===== config.mk =====
export PLATFORM = sky130hd
export DESIGN_NAME = add4_sched
export DESIGN_NICKNAME = d
export VERILOG_FILES = /design/src/rtl/add4_sched.sv
export SDC_FILE = /design/constraint.sdc
export NUM_CORES = 1
export LEC_CHECK = 0
export CELL_PAD_IN_SITES_DETAIL_PLACEMENT = 1
export CELL_PAD_IN_SITES_GLOBAL_PLACEMENT = 2
export CORE_UTILIZATION = 33
export CTS_BUF_LIST = sky130_fd_sc_hd__clkbuf_8
export DETAILED_ROUTE_END_ITERATION = 10
export GPL_ROUTABILITY_DRIVEN = 0
export PLACE_DENSITY = 0.88
export SLEW_MARGIN = 20
export SYNTH_ARGS = -nofsm -noshare
export SYNTH_HDL_FRONTEND = slang
export SYNTH_SLANG_ARGS = --single-unit

===== constraint.sdc =====
create_clock -name clk -period 2.7 [get_ports clk]
set_input_delay 0.54 -clock clk [delete_from_list [all_inputs] [get_ports clk]]
set_output_delay 0.54 -clock clk [all_outputs]
set_load 0.005 [all_outputs]

===== src/rtl/add4_sched.sv =====
// add4_sched: round-robin sequencer that pushes two requesters' wide additions
// through one shared 4-bit adder slice, one nibble per cycle, LS nibble first.
// Optional build macro ADD4_SCHED_SUB_EN adds per-request subtract mode
// (a - b via ~b nibbles and a forced initial carry of 1).
module add4_sched #(
  parameter int unsigned NIB = 4
) (
  input  logic               clk,
  input  logic               rst,
  // requester 0
  input  logic               req0_valid,
  output logic               req0_ready,
  input  logic [4*NIB-1:0]   req0_a,
  input  logic [4*NIB-1:0]   req0_b,
  input  logic               req0_cin,
`ifdef ADD4_SCHED_SUB_EN
  input  logic               req0_sub,
`endif
  // requester 1
  input  logic               req1_valid,
  output logic               req1_ready,
  input  logic [4*NIB-1:0]   req1_a,
  input  logic [4*NIB-1:0]   req1_b,
  input  logic               req1_cin,
`ifdef ADD4_SCHED_SUB_EN
  input  logic               req1_sub,
`endif
  // response channel
  output logic               resp_valid,
  input  logic               resp_ready,
  output logic               resp_id,
  output logic [4*NIB-1:0]   resp_sum,
  output logic               resp_cout,
  // shared adder slice
  output logic [3:0]         add_a,
  output logic [3:0]         add_b,
  output logic               add_cin,
  input  logic [3:0]         add_sum,
  input  logic               add_cout
);

  localparam int unsigned W  = 4 * NIB;
  localparam int unsigned KW = (NIB > 1) ? $clog2(NIB) : 1;

  typedef enum logic [1:0] {
    IDLE = 2'd0,
    RUN  = 2'd1,
    DONE = 2'd2
  } state_t;

  state_t          r_state;
  state_t          w_state_nxt;

  logic [W-1:0]    r_a;
  logic [W-1:0]    r_b;
  logic [W-1:0]    r_sum;
  logic            r_carry;
  logic            r_id;
  logic            r_last;
  logic            r_sub;
  logic [KW-1:0]   r_k;

  logic [KW+1:0]   w_base;
  logic [3:0]      w_nib_a;
  logic [3:0]      w_nib_b;
  logic            w_grant;
  logic            w_accept;
  logic            w_last_nib;
  logic            w_sub_sel;
  logic            w_cin_sel;

  // Bit offset of the current nibble and the operand nibbles it selects.
  assign w_base     = {r_k, 2'b00};
  assign w_nib_a    = r_a[w_base +: 4];
  assign w_nib_b    = r_b[w_base +: 4];
  assign w_last_nib = (r_k == KW'(NIB - 1));

`ifdef ADD4_SCHED_SUB_EN
  assign w_sub_sel = w_grant ? req1_sub : req0_sub;
`else
  assign w_sub_sel = 1'b0;
`endif

  // Subtract forces the initial carry to 1 (two's complement of b).
  assign w_cin_sel = w_sub_sel ? 1'b1 : (w_grant ? req1_cin : req0_cin);

  // Grant: sole valid requester wins; on a tie the one not served last wins.
  always_comb begin
    w_grant = 1'b0;
    if (req0_valid && req1_valid) begin
      w_grant = ~r_last;
    end else if (req1_valid) begin
      w_grant = 1'b1;
    end
  end

  // State register.
  always_ff @(posedge clk or posedge rst) begin
    if (rst) begin
      r_state <= IDLE;
    end else begin
      r_state <= w_state_nxt;
    end
  end

  // Next state, handshake readys and adder drive.
  always_comb begin
    w_state_nxt = r_state;
    req0_ready  = 1'b0;
    req1_ready  = 1'b0;
    resp_valid  = 1'b0;
    add_a       = 4'h0;
    add_b       = 4'h0;
    add_cin     = 1'b0;
    w_accept    = 1'b0;
    case (r_state)
      IDLE: begin
        req0_ready = req0_valid && !w_grant;
        req1_ready = req1_valid &&  w_grant;
        w_accept   = req0_ready || req1_ready;
        if (w_accept) begin
          w_state_nxt = RUN;
        end
      end
      RUN: begin
        add_a   = w_nib_a;
        add_b   = r_sub ? ~w_nib_b : w_nib_b;
        add_cin = r_carry;
        if (w_last_nib) begin
          w_state_nxt = DONE;
        end
      end
      DONE: begin
        resp_valid = 1'b1;
        if (resp_ready) begin
          w_state_nxt = IDLE;
        end
      end
      default: begin
        w_state_nxt = IDLE;
      end
    endcase
  end

  // Operand capture, nibble-serial accumulation and last-served tracking.
  always_ff @(posedge clk or posedge rst) begin
    if (rst) begin
      r_a     <= '0;
      r_b     <= '0;
      r_sum   <= '0;
      r_carry <= 1'b0;
      r_id    <= 1'b0;
      r_last  <= 1'b1;
      r_sub   <= 1'b0;
      r_k     <= '0;
    end else if (w_accept) begin
      r_a     <= w_grant ? req1_a : req0_a;
      r_b     <= w_grant ? req1_b : req0_b;
      r_carry <= w_cin_sel;
      r_sub   <= w_sub_sel;
      r_id    <= w_grant;
      r_k     <= '0;
    end else if (r_state == RUN) begin
      r_sum[w_base +: 4] <= add_sum;
      r_carry            <= add_cout;
      r_k                <= w_last_nib ? '0 : (r_k + KW'(1));
    end else if ((r_state == DONE) && resp_ready) begin
      r_last <= r_id;
    end
  end

  // Response fields are held in registers until the next operation overwrites them.
  assign resp_id   = r_id;
  assign resp_sum  = r_sum;
  assign resp_cout = r_carry;

endmodule


Word-level counts from Yosys, hierarchy flattened
Cells that the tools add are included.
- register bits: 55
- output and inout port bits: 30
- logic and storage cells: 56
- add/subtract/negate cells: 2
- muxes and demuxes: 22
- equal/unequal tests: 6
- shift-type cells: 4
- bitwise logic cells: 3
- reduce and logical (&&, ||, !) cells: 11
- operators with widths (cell ; number):
    16-bit two-way mux ; 2
    16-bit by 5-bit variable part select with 4-bit output ; 2
    16-bit bitwise mux ; 1
    4-bit by 6-bit variable shift with 16-bit output (first input constant) ; 1
    4-bit by 6-bit variable part select with 16-bit output ; 1
    2-bit two-way mux ; 6
    1-bit two-way mux ; 10
    4-bit two-way mux ; 2
    2-bit inequality test (second input constant) ; 3
    4-bit negator with 6-bit output ; 1
    2-bit one-hot mux with 3 select lines ; 1
    3-bit AND reduction ; 2
    2-bit == test (second input constant) ; 2
    1-bit logical AND ; 4
    1-bit inverter ; 3
    2-bit by 1-bit adder with 2-bit output (second input constant) ; 1
    2-bit by 1-bit == test with 1-bit output (second input constant) ; 1
    2-bit zero test ; 1
    2-bit AND reduction ; 1
    2-bit nonzero test ; 1
    1-bit zero test ; 1
    1-bit logical OR ; 1

Logic depth before layout (Yosys ltp)
- depth in word-level cells: 8
- mapped depth: 6
- depth with buffers taken out: 5

Worst setup path before layout
Ideal clock, no wire load.
- path type: register -> output
- start point: register r_k[1]
- end point: output port add_b[0]
- stages on the path, launching flop included: 4
- path buffers: 1
- arrival: 1.263 ns
- required time: 2.160 ns
- slack: 0.897 ns
- cells stage by stage: dfrtp_1 > buf_2 > mux4_2 > and2_1
- cells in the longest elaborated chain, start to end: 2
- RTL lines (what ; RTL line ; text):
    start: declaration ; 61 ; logic [KW-1:0] r_k;
    start signal: assignment ; 166 ; r_k <= w_last_nib ? '0 : (r_k + KW'(1));
    16-bit by 5-bit variable part select with 4-bit output ; 75 ; assign w_nib_b = r_b[w_base +: 4];
    4-bit two-way mux ; 116 ; case (r_state)
    end: declaration ; 36 ; output logic [3:0] add_b,
No other way between the ends.

Final worst setup path
- start point: input port req1_valid
- end point: output port req1_ready
- cells in the longest elaborated chain, start to end: 4
- RTL lines (what ; RTL line ; text):
    start: declaration ; 20 ; input logic req1_valid,
    1-bit two-way mux / 1-bit logical AND (equally long branches) ; 92, 90 ;
    1-bit two-way mux ; 90 ; if (req0_valid && req1_valid) begin
    1-bit logical AND * ; 119 ; req1_ready = req1_valid && w_grant;
    1-bit two-way mux * ; 116 ;
    end: declaration ; 21 ; output logic req1_ready,
Every way passes the cells marked *; elsewhere a longest branch is shown, timed or not.

==> impl_metrics.csv <==
group,metric,value,unit
status,status,"completed",
sta,rsz0062_at_grt,"false",
drt,ant_nets,0,
floorplan,core,9864,sq um
synthesis,synth_top_family_by_area,"compound AO/OA/AOI/OAI gates",
clock_network,clkTransAtPathRegs,0.11,ns
critical_path,cp.arrival,2.02,ns
sta,worst_pin_slew,0.5614,ns
clock_network,cts_buffers,5,
synthesis,ys_ff_latch,55,
sta,timing.setup.tns,0,ns
drt,drt_iter0_drc,37,
clock_network,cts_setup_buffers,0,
drt,drc_errors,0,
critical_path,cp-end-kind,"output port",
clock_network,htreeDepth,2,
synthesis,synthMuxAreaShare,5.950,%
drt,firstDrtPassIters,4,
synthesis,synth_fa_ha_area_share,2.217,%
place,port_buffers,105,
global_route,grt_overflow,0,
floorplan,rows,36,
floorplan,die_w,103.3,microns
clock_network,cts_resized,0,
clock_network,ctsLongestPathBuffers,2,
run,drv_cap,0,
synthesis,synth-simple-area-share,14.60,%
synthesis,synth_fp_nets,374,
sta,setup_ws,0.1416,ns
sta,finalHoldViolCount,0,
critical_path,start_kind,"input port",
layout,fin_cells,526,
pwr,power.leakage,1.796,nW
pwr,ir_drop,0.0004420,V
sta,slew_violations,0,
hold_path,hold_class,"flip-flop to flip-flop",
synthesis,yosysWarnings,0,
sta,fin_worst_skew,0.01056,ns
critical_path,r2r_cells,6,
layout,drive_gt1_share,18.83,%
place,post-place-ws,0.1239,ns
floorplan,io_pins,106,
drt,wl,8466,microns
sta,setup_viol_count_final,0,
clock_network,cts_tree,"done",
global_route,antenna_found_initial,0,
floorplan,dieArea,10670,sq um
synthesis,syn_inst,292,
critical_path,critPathKind,"input port to output port",
clock_network,clkLatencyLatePin,0.31,ns
synthesis,synth_cell_types,39,
synthesis,syn-cell-area,3386,sq um
hold_path,holdPathStages,1,
drt,viasPerCell,4.971,
layout,num_antenna_cells,0,
global_route,grt_pass1_wl,13820,microns
global_route,grt_use_total,17.10,%
synthesis,synth_compound_area_share,30.49,%
sta,finalCritPeriodShare,94.76,%
global_route,grt_max_degree,35,
drt,avgRoutedWirePerCell,16.10,microns
drt,num_vias,2615,
sta,max_freq,390.9,MHz
synthesis,synth-xor-area-share,0,%
critical_path,required,2.16,ns
place,place_hpwl,6509,microns
clock_network,clock-sinks,55,
pwr,p_per_area,1033,nW/um^2
layout,syn2layout_area_growth,37.51,%
sta,timing.final.crit_period,2.558,ns
critical_path,critPathMaxFanout,4,
global_route,grt_pass1_vias,2742,
synthesis,syn-mean-instance-area,11.60,sq um
layout,final_nets,474,
synthesis,ys_seq_area_share,40.69,%
clock_network,postCtsHoldBufs,0,
floorplan,start_util,34.32,%
sta,slew_headroom,62.52,%
floorplan,die_h,103.3,microns
clock_network,cts_root_buf,"clkbuf_8",
place,dp.cells,518,
[stage by stage]
stage | total power, mW | util [%] | hold WS (ns) | area, sq um
global placement | 4.311 | 46.22 | 0.4853 | 4559
global route | 5.173 | 47.20 | 0.5187 | 4656
detailed placement | 4.408 | 46.22 | 0.4831 | 4559
CTS | 4.889 | 47.17 | 0.5089 | 4653
floorplan | 3.397 | - | 0.4653 | 3386
finish | 4.809 | 47.20 | 0.5022 | 4656
[Yosys cell counts (all sizes together)]
cell / count / area share [%]
nand2: 72 / 8.0
dfrtp: 54 / 40
a21oi: 32 / 4.7
a31oi: 32 / 19
buf: 18 / 4.5
a22o: 12 / 3.1
and2: 9 / 1.7
inv: 8 / 0.89
mux4: 8 / 5.3
clkbuf: 6 / 0.67
ha: 6 / 2.2
nor2: 5 / 0.78
o2bb2ai: 4 / 1.0
a21o: 2 / 0.44
and3: 2 / 0.37
nand3b: 2 / 1.2
nor2b: 2 / 0.37
nor3: 2 / 0.30
nor4b: 2 / 0.89
a21bo: 1 / 0.30
a21boi: 1 / 0.22
a221oi: 1 / 0.44
and4bb: 1 / 0.37
dfstp: 1 / 0.78
mux2: 1 / 0.33
mux2i: 1 / 0.30
nand2b: 1 / 0.18
nand4b: 1 / 0.26
o21ai: 1 / 0.15
o21bai: 1 / 0.22
o31ai: 1 / 0.37
o41ai: 1 / 0.26
or2: 1 / 0.18
[report_power, final]
part / leakage [nW] / internal, mW / switching, mW
clock: 0.0443 / 0.186 / 0.282
sequential: 0.658 / 1.23 / 0.301
combinational: 1.09 / 1.55 / 1.26
total: 1.80 / 2.97 / 1.84
[cell type report]
class	instances	area (sq um)
Clock inverter	3	25.02
Clock buffer	5	68.82
Multi-Input combinational cell	205	1807
Fill cell	1070	5209
Timing Repair Buffer	117	1179
Sequential cell	55	1380
Tap cell	133	166.4
Inverter	8	30.03
[routing by layer]
layer	up-vias	track usage, %	wire length [microns]
met5	-	0	0
met2	80	30.72	4366
met3	10	3.360	396
met4	0	4.442	121
li1	1240	-	-
met1	1285	20.97	3582
[logic make-up after synthesis]
kind of cell | Yosys count
multiplexers | 10
buffers and inverters | 32
flip-flops | 55
AO/OA/AOI/OAI | 89
adder cells (fa/ha/maj) | 6
AND/OR/NAND/NOR | 100
[worst paths after layout]
| kind | start | to | slack, ns |
|---|---|---|---|
| worst max register to register | r_k[0] | resp_sum[9] | 0.67 |
| min in group asynchronous | rst | resp_sum[1] | 0.59 |
| worst min register to register | resp_sum[6] | resp_sum[6] | 0.50 |
| max in group asynchronous | rst | r_last | 1.47 |
| worst max-delay path | req1_valid | req1_ready | 0.14 |
| worst min-delay path | resp_sum[6] | resp_sum[6] | 0.50 |
[critical path, cell delays in order]
cell and delay (ns):
clkdlybuf4s50_1 0.48, a21bo_2 0.26, nor3_1 0.19, clkdlybuf4s50_1 0.54
[sequential cells by signal, summed over array words and instances (netlist names)]
name / count
r_state: 2
r_a: 16
resp_sum: 16
r_b: 16
resp_id: 1
r_k: 2
r_last: 1
resp_cout: 1
[cells in the final DEF (no fill, tap or decap), types with 3 or more instances in the layout]
cell             synthesis  final
clkdlybuf4s50_1          0    105
nand2_1                 72     72
dfrtp_1                 54     52
a21oi_1                 32     32
a31oi_4                 30     30
a22o_1                  12     12
buf_4                    2      9
mux4_2                   8      8
and2_1                   8      8
inv_1                    8      7
ha_1                     6      6
clkbuf_8                 0      5
nor2_1                   4      4
o2bb2ai_1                4      4
buf_12                   3      3
Note: power is estimated with default switching activity, not from simulation.
